**config.mk**
```make
export PLATFORM = sky130hd
export DESIGN_NAME = o1o2_compare_monitor
export DESIGN_NICKNAME = d
export VERILOG_FILES = /design/src/rtl/o1o2_compare_monitor.sv
export SDC_FILE = /design/constraint.sdc
export NUM_CORES = 1
export LEC_CHECK = 0
export BUFFER_PORTS_ARGS = -buffer_cell sky130_fd_sc_hd__buf_4
export CAP_MARGIN = 20
export CORE_ASPECT_RATIO = 1.5
export CORE_MARGIN = 5
export CORE_UTILIZATION = 40
export CTS_CLUSTER_SIZE = 40
export DETAILED_ROUTE_END_ITERATION = 10
export GPL_TIMING_DRIVEN = 0
export HOLD_SLACK_MARGIN = 0.1
export PLACE_DENSITY = 0.68
export SYNTH_ARGS = -nofsm -noshare
export SYNTH_HDL_FRONTEND = slang
export SYNTH_SLANG_ARGS = --single-unit
```
**constraint.sdc**
```tcl
create_clock -name clk -period 1.9 [get_ports clk]
set_input_delay 0.38 -clock clk [delete_from_list [all_inputs] [get_ports clk]]
set_output_delay 0.38 -clock clk [all_outputs]
set_load 0.005 [all_outputs]
```
**src/rtl/o1o2_compare_monitor.sv**
```systemverilog
// Runtime o1 == o2 checker for a dual-output unit: after a settle window it
// compares both outputs every cycle and reports mismatches on registered outputs.
module o1o2_compare_monitor #(
  parameter int CNT_W  = 16,
  parameter int ERR_W  = 8,
  parameter int SETTLE = 4
) (
  input  logic             clk,
  input  logic             rst,
  input  logic             en,
  input  logic             clr,
  input  logic             o1,
  input  logic             o2,
  output logic             armed,
  output logic             err,
  output logic             err_pulse,
  output logic [ERR_W-1:0] err_cnt,
  output logic [CNT_W-1:0] first_err_cyc,
  output logic [CNT_W-1:0] cyc_cnt
);

  localparam int SC_W = (SETTLE > 1) ? $clog2(SETTLE) : 1;

  typedef enum logic [1:0] {
    ST_IDLE,
    ST_SETTLE,
    ST_ARMED,
    ST_FAULT
  } state_t;

  state_t          state;
  logic [SC_W-1:0] settle_cnt;
  logic            mismatch;

  assign mismatch = (o1 != o2);

  // NOTE: all state uses non-blocking assignments so every register samples
  // pre-edge values; rst is tested first so it overrides en, clr and the FSM.
  always_ff @(posedge clk) begin
    if (rst) begin
      state         <= ST_IDLE;
      settle_cnt    <= '0;
      armed         <= 1'b0;
      err           <= 1'b0;
      err_pulse     <= 1'b0;
      err_cnt       <= '0;
      first_err_cyc <= '0;
      cyc_cnt       <= '0;
    end else begin
      err_pulse <= 1'b0;

      if (clr) begin
        err           <= 1'b0;
        err_cnt       <= '0;
        first_err_cyc <= '0;
        cyc_cnt       <= '0;
      end

      if (!en) begin
        state      <= ST_IDLE;
        armed      <= 1'b0;
        settle_cnt <= '0;
      end else begin
        case (state)
          // The enabling edge counts as the first settle edge.
          ST_IDLE: begin
            settle_cnt <= SC_W'(1);
            if (SETTLE <= 1) begin
              state <= ST_ARMED;
              armed <= 1'b1;
            end else begin
              state <= ST_SETTLE;
            end
          end
          ST_SETTLE: begin
            if (int'(settle_cnt) + 1 >= SETTLE) begin
              state <= ST_ARMED;
              armed <= 1'b1;
            end else begin
              settle_cnt <= settle_cnt + SC_W'(1);
            end
          end
          default: begin
            if (clr) begin
              state <= ST_ARMED;
            end else begin
              if (cyc_cnt != '1) cyc_cnt <= cyc_cnt + CNT_W'(1);
              if (mismatch) begin
                state     <= ST_FAULT;
                err       <= 1'b1;
                err_pulse <= 1'b1;
                if (err_cnt != '1) err_cnt <= err_cnt + ERR_W'(1);
                if (!err) first_err_cyc <= cyc_cnt;
              end
            end
          end
        endcase
      end
    end
  end

endmodule

```
# After elaboration in Yosys (flattened, before gate mapping)

Index checks and enable logic that the tools add are counted.

Flip-flop bits (word level): 47
Output and inout port bits: 43
Logic and storage cells: 58

$add $sub $neg: 4
Magnitude comparators: 1
Equal/unequal tests: 6
Mux-type cells: 29
Bitwise logic cells: 1
Reductions and logical operators: 9

Operators by type and width:

| kind                    | count |
|---|---|
| $mux W16                | 11 |
| $mux W8                 | 6 |
| $add A16 B1 Y16 const B | 1 |
| $ne A16 B16 Y1 const B  | 1 |
| $add A8 B1 Y8 const B   | 1 |
| $mux W2                 | 4 |
| $ne A8 B8 Y1 const B    | 1 |
| $pmux W2 S2             | 2 |
| $mux W1                 | 6 |
| $reduce_and A2 Y1       | 3 |
| $reduce_or A5 Y1        | 1 |
| $ne A2 B2 Y1 const B    | 2 |
| $reduce_bool A4 Y1      | 1 |
| $reduce_or A2 Y1        | 2 |
| $add A2 B1 Y3 const B   | 1 |
| $ge A3 B3 Y1 const B    | 1 |
| $add A2 B1 Y2 const B   | 1 |
| $eq A2 B1 Y1 const B    | 1 |
| $logic_not A2 Y1        | 1 |
| $reduce_bool A2 Y1      | 1 |
| $ne A1 B1 Y1            | 1 |
| $not A1 Y1              | 1 |

# Depth between registers and ports, before layout

Gate-level depths: netlist of the first run.

Depth after elaboration: 6
Mapped depth: 7

# Worst setup path after synthesis of the first run

OpenSTA, ideal clock, no wires.

Path kind: register to register
From: register cyc_cnt[0]
To: register cyc_cnt[8]
Arrival time: 1.692 ns
Slack: 0.149 ns
Cell stages (with the launch flop): 6
Cells stage by stage: dfxtp_1 ha_1 nand4_4 or3_1 or4_1 nand2_1

Longest elaborated chain between the ends: 5
Elaborated cells on any way between the ends: 6
Classes of those cells: add/sub (1); eq/ne (1); mux (4)

Ends and longest elaborated chain:

| element                                           | line | source |
|---|---|---|
| start: declaration                                | 19   | `output logic [CNT_W-1:0] cyc_cnt` |
| start signal: assignment                          | 87   | `if (cyc_cnt != '1) cyc_cnt <= cyc_cnt + CNT_W'(1);` |
| $add A16 B1 Y16 or $ne A16 B16 Y1 (tied branches) | 87   |  |
| $mux W16 (*)                                      | 87   |  |
| $mux W16 (*)                                      | 84   | `if (clr) begin` |
| $mux W16 (*)                                      | 64   | `case (state)` |
| $mux W16 (*)                                      | 59   | `if (!en) begin` |

Mark *: on every way between the ends. The rest lies on a longest branch, timed or not.
A chain may end at the register's enable or synchronous reset.

# Worst setup path in the final report of the first run

From: register cyc_cnt[3]
To: register cyc_cnt[10]

Same word-level chain as after synthesis.

==> out/qor.yml, run 1 <==
detailed_routing:
  drt_iter0_markers: 114
  drc: 0
  first_pass_iters: 4
  routed_wl_mm: 5.06
  postRouteAntennaNets: 0
  via_per_inst: 5.34
  num_vias: 2008
  post_drt_wl_per_cell_um: 13.5
clocking:
  path_clk_slew_ns: 0.08
  cts_max_path_buffers: 2
  clk_latency_ns: 0.29
  cts_max_level: 2
  cts_hold_buf: 0
  cts_tree: "built"
  cts_buffers: 5
  cts-root-buf: "clkbuf_8"
  clock-sinks: 47
die:
  fp.dieW_um: 68.9
  rows: 32
  start_util: 0.410
  die_area_um2: 6780
  fp.coreArea_um2: 5080
  die_y_um: 98.4
  ios: 49
timing:
  worst_pin_slew_ns: 0.506
  max_freq_ghz: 0.573
  hold_slack_ns: 0.288
  rsz0062_at_grt: "false"
  hold_viol_final: 0
  fin_worst_skew_ns: 0.00777
  setup-violations-final: 0
  setup_ws_ns: 0.156
  final.min_clock_period_ns: 1.74
  drv_slew: 0
  min_period_over_period: 0.918
  slew_headroom: 0.659
outcome:
  status: "completed"
setup_path:
  arrival_ns: 1.97
  end_kind: "register"
  slowest_stage: "dfxtp_1"
  cp_slowest_stage_delay_ns: 0.54
  start_kind: "register"
  crit_chain: "nand4_4 -> or3_4 -> or3_1 -> a21oi_1"
  required_ns: 2.13
  critPathKind: "reg -> reg"
  cp_max_fo: 7
placement:
  gp_congestion: 0.876
  dp.final_hpwl_mm: 3.76
  placement.io_buffers: 48
  dp_slack_ns: -0.0172
job:
  cap_violations: 0
final_layout:
  nNetsFinal: 317
  area_growth_pct: 28.2
  drive_above_1_share: 0.231
  n_antenna_cell: 0
  mostFrequentLayoutCell: "buf_4"
  final_cell_mix: "51 x buf_4, 46 x nand2_1, 45 x dfxtp_1"
synth:
  synth-seq-cells: 47
  ys_warn_count: 0
  syn_nets: 261
  ys_async_sr_fraction: 0
  netlist_instances: 252
  ys.flop_type: "dfxtp_1"
  synth_cell_type_count: 44
  synth.avg_cell_area_um2: 8.27
  ys_seq_area_frac: 0.452
  netlist_area_um2: 2080
  synth-edff-count: 0
power_and_ir_drop:
  p_leak_uw: 0.000964
  irDropWorstVdd_mv: 0.468
  power.density_nw_per_um2: 655
min_path:
  hold_class: "in -> reg"
global_routing:
  grt_overflow: 0
  grt_start_max_net_pins: 14
  antenna_found_initial: 0
  first_global_vias: 1892
  grt_use_total: 0.158
  grt_pass1_wl_mm: 8.52
[cell usage after synthesis, drive strengths merged, types with 3 or more instances]
library cell	instances	area [um2]
or4	3	22.5
nand2	46	173
nand4	6	52.6
dfxtp	47	941
ha	3	37.5
and4	3	26.3
mux2i	3	30.0
xor2	4	35.0
nor2	14	52.6
and3	5	32.5
nand3	10	50.1
or3	15	100
o211ai	3	22.5
o21ai	14	70.1
inv	5	18.8
a21oi	32	160
nor3	7	40.0
buf	5	26.3
clkbuf	5	18.8
[path summary, 6_finish.rpt]
kind                                  startpoint               end  slack, ns  cells after the start
worst max register to register        cyc_cnt[3]       cyc_cnt[10]       0.16                      4
worst min register to register  first_err_cyc[7]  first_err_cyc[7]       0.46                      2
worst min-delay path                         clr        err_cnt[3]       0.29                      2
worst max-delay path                  cyc_cnt[3]       cyc_cnt[10]       0.16                      4
[timing repair]
item	4_1_cts	5_1_grt
pin swaps	0	1
setup endpoints to repair	4	15
buffers inserted	0	1
resized for setup	2	6
[area by class of cell]
cell class	instances	area (um2)
buffer	10	47.5
clock buffer	6	72.6
clock inverter	1	30.0
fill	537	2410
inverter	5	18.8
multi-input combinational	190	1100
sequential	47	946
tap	68	85.1
timing repair buffer	49	368
[state kept, by name, summed over array words and instances, names as in the netlist]
signal         count
first_err_cyc     16
err_pulse          1
settle_cnt         2
err                1
err_cnt            8
cyc_cnt           16
state              2
armed              1
[power by group]
part	switching (uW)	internal, uW	total, uW	leakage, uW
logic	36.3	20.0	56.3	0.000533
clock network	319	386	705	0.0000513
registers	2.29	985	987	0.000380
total	358	1390	1750	0.000964
[worst max-delay path, delay by kind of cell, from the launching register on]
family             cells  cell delay [ns]
and+or+nand+nor        3             1.00
DFF                    1             0.54
AOI/OAI and AO/OA      1             0.15
[stage by stage]
step	cells	setup TNS [ns]	total power, uW	utilization	area (um2)
after floorplan	252	0	1040	-	2080
after global placement	368	0	1070	0.497	2530
after detailed placement	368	-0.0246	1070	0.497	2530
after CTS	375	0	1760	0.519	2640
after global routing	376	0	1810	0.525	2670
final	376	0	1750	0.525	2670
[kinds of logic (layout without fill, tap and decap cells)]
kind of cell	Yosys count	after routing	synth area share
AO/OA/AOI/OAI	61	61	0.171
XOR/XNOR	5	5	0.0210
adder cells (fa/ha/maj)	3	3	0.0180
buffers and inverters	15	71	0.0306
flip-flops	47	47	0.452
multiplexers	3	3	0.0144
AND/OR/NAND/NOR	118	118	0.293
[routing by layer]
metal | vias to the layer above | global-route usage | part of all wire
li1 | 1020 | - | -
met2 | 45 | 0.266 | 0.50
met1 | 935 | 0.191 | 0.43
met4 | 0 | 0.0586 | 0.016
met5 | - | 0 | 0
met3 | 8 | 0.0311 | 0.053
No activity file was read; power rests on OpenSTA's default activity.
==> run 2: changes to the inputs <==
--- a/config.mk
+++ b/config.mk
@@ -14,7 +14,7 @@
 export DETAILED_ROUTE_END_ITERATION = 10
 export GPL_TIMING_DRIVEN = 0
 export HOLD_SLACK_MARGIN = 0.1
-export PLACE_DENSITY = 0.68
+export PLACE_DENSITY = 0.71
 export SYNTH_ARGS = -nofsm -noshare
 export SYNTH_HDL_FRONTEND = slang
 export SYNTH_SLANG_ARGS = --single-unit
==> constraint.sdc (replaced) <==
create_clock -name clk -period 1.5 [get_ports clk]
set_input_delay 0.3 -clock clk [delete_from_list [all_inputs] [get_ports clk]]
set_output_delay 0.3 -clock clk [all_outputs]
set_load 0.005 [all_outputs]
==> run 2 against run 1 <==
Net effect:
- the run now ends with negative setup slack left
- core utilization grew 6.4 points
- wire length rose by 12%
- fmax grew 7.0%
- power rose by 21%
- largest cell class unchanged
- critical endpoint is now cyc_cnt[2]
- hold slack lost 0.094 ns
- clock power is 14% higher
- sequential cell count stayed put
==> out/qor.yml, run 2 (same netlist as run 1, synthesis figures left out) <==
detailed_routing:
  drt_iter0_markers: 164  # +44%
  routed_wl_mm: 5.65  # +12%
  post_drt_wl_per_cell_um: 14.2  # +5.8%
  postRouteAntennaNets: 0  # unchanged
  first_pass_iters: 4  # unchanged
  num_vias: 2128  # +6.0%
  via_per_inst: 5.36  # +0.37%
  drc: 0  # unchanged
clocking:
  cts_hold_buf: 0  # unchanged
  clk_latency_ns: 0.30  # about the same
  path_clk_slew_ns: 0.09  # about the same
  cts_tree: "built"
  clock-sinks: 47  # unchanged
  cts_buffers: 5  # unchanged
  cts_max_path_buffers: 2  # unchanged
  cts-root-buf: "clkbuf_8"
  cts_max_level: 2  # unchanged
setup_path:
  required_ns: 1.73  # -0.40 ns
  arrival_ns: 1.86  # -0.11 ns
  end_kind: "register"
  critPathKind: "reg -> reg"
  reg2reg_to: "cyc_cnt[2]"
  cp_max_fo: 10  # +3
  start_kind: "register"
  reg2reg_depth: 7  # +3
  r2r_slack_ns: -0.13  # -0.29 ns
  reg2reg_from: "cyc_cnt[0]"
global_routing:
  grt_pass1_wl_mm: 8.65  # +1.5%
  grt_start_max_net_pins: 15  # +1
  grt_overflow: 0  # unchanged
  grt_use_total: 0.163  # +0.00531
  antenna_found_initial: 0  # unchanged
  first_global_vias: 1872  # -1.1%
final_layout:
  n_antenna_cell: 0  # unchanged
  final_cell_count_no_fill: 397  # +5.6%
  fillers: 466  # -13%
  fin_area_um2: 3000  # +12%
  drive_above_1_share: 0.398  # +0.168
  area_growth_pct: 43.9
  final_cell_mix: "69 x buf_4, 44 x nand2_1, 29 x a21oi_1"
  reg.largest.list: "cyc_cnt x16, first_err_cyc x16, err_cnt x8"
  mostFrequentLayoutCell: "buf_4"
  nNetsFinal: 337  # +6.3%
min_path:
  hold_class: "in -> reg"
  worstHoldPathCells: 2  # unchanged
  worstHoldEndpoint: "err_cnt[3]"
  min_from: "clr"
placement:
  place_area_um2: 2550  # +0.79%
  placement.io_buffers: 48  # unchanged
  dp.final_hpwl_mm: 3.71  # -1.3%
  gp_congestion: 0.868  # -0.92%
  place_inst: 368  # unchanged
timing:
  setup_ws_ns: -0.130  # -0.286 ns
  min_period_over_period: 1.09  # +0.169
  setup-violations-final: 11  # +11
  worst_pin_slew_ns: 0.565  # +0.0588 ns
  final.min_clock_period_ns: 1.63  # -0.114 ns
  max_freq_ghz: 0.614  # +7.0%
  slew_headroom: 0.621  # -0.0388
  rsz0062_at_grt: "true"
  hold_viol_final: 0  # unchanged
  fin_worst_skew_ns: 0.00982  # +0.00204 ns
  drv_slew: 0  # unchanged
job:
  cap_violations: 0  # unchanged
die:
  start_util: 0.410  # unchanged
  rows: 32  # unchanged
  fp.coreArea_um2: 5080  # unchanged
  die_area_um2: 6780  # unchanged
  ios: 49  # unchanged
  die_y_um: 98.4  # unchanged
  fp.dieW_um: 68.9  # unchanged
power_and_ir_drop:
  p_leak_uw: 0.00114  # +18%
  power.density_nw_per_um2: 704  # +7.4%
  irDropWorstVdd_mv: 0.478  # +2.0%
outcome:
  status: "finished, violations left"
  violations: "negative setup slack"
==> run 2: cell count changes in the layout (fill, tap and decap cells not counted), moves of 3 or more <==
cell      previous run  this run
dfxtp_1             45        28
buf_6                0         5
nand3_1             10         7
or3_1               13        10
a21oi_2              0         3
buf_4               51        69
or3_4                1         4
a21oi_1             32        29
dfxtp_4              1        12
dfxtp_2              1         7
clkbuf_1             6         3
==> run 2: metal layers <==
layer,track usage,vias to the layer above,wire (um),share of wire
met5,0,-,0,0
met4,0.0676,0,100,0.018
met3,0.0380,14,302,0.053
met2,0.275,57,2910,0.52
met1,0.191,994,2340,0.41
li1,-,1063,-,-
==> run 2: report_power, final <==
group	total (uW)	internal (uW)	switching, uW	leakage, uW
Clock	804	378	426	0.0000484
Sequential	1230	1230	2.93	0.000392
Combinational	74.7	25.7	49.0	0.000698
==> run 2: worst max path at each step <==
stage          startpoint               end  slack [ns]  cells past startpoint
3_3_place_gp           o2  first_err_cyc[8]       -0.27                      7
4_1_cts        cyc_cnt[0]        cyc_cnt[8]       -0.13                      5
3_5_place_dp           o2  first_err_cyc[9]       -0.31                      7
6_report       cyc_cnt[0]        cyc_cnt[2]       -0.13                      7
5_1_grt        cyc_cnt[0]        cyc_cnt[2]       -0.18                      7
2_1_floorplan  cyc_cnt[1]        cyc_cnt[8]       -0.10                      5
==> run 2: layout make-up <==
type / instances / area, um2 / share of cell area
clock buffer: 7 / 86.3 / 0.0288
buffer: 8 / 51.3 / 0.0171
timing repair buffer: 71 / 544 / 0.182
multi-input combinational: 190 / 1210 / 0.403
sequential: 47 / 995 / 0.332
inverter: 5 / 18.8 / 0.00626
clock inverter: 1 / 8.76 / 0.00292
tap: 68 / 85.1 / 0.0284
==> run 2: worst max-delay path, cell delays in order (launching register included) <==
cell and delay, ns:
dfxtp_4 0.36, ha_4 0.17, nand4_4 0.08, buf_4 0.15, o41ai_2 0.07, buf_4 0.18, or3_2 0.41, a21oi_1 0.14
==> run 2: through the flow <==
step	util	worst slack, ns	hold slack (ns)	setup TNS, ns	power, uW
after floorplan	-	-0.101	0.377	-0.173	1320
after detailed placement	0.501	-0.315	0.448	-7.72	1350
after global routing	0.590	-0.179	0.199	-1.81	2180
final	0.590	-0.130	0.195	-0.926	2110
after global placement	0.501	-0.268	0.443	-6.97	1350
after CTS	0.553	-0.132	0.198	-0.547	2130
==> run 2: repair_timing <==
item,in CTS,in global routing
endpoints found under the setup margin,30,30
resized for setup,31,34
pin swaps,7,15
buffers inserted,11,12
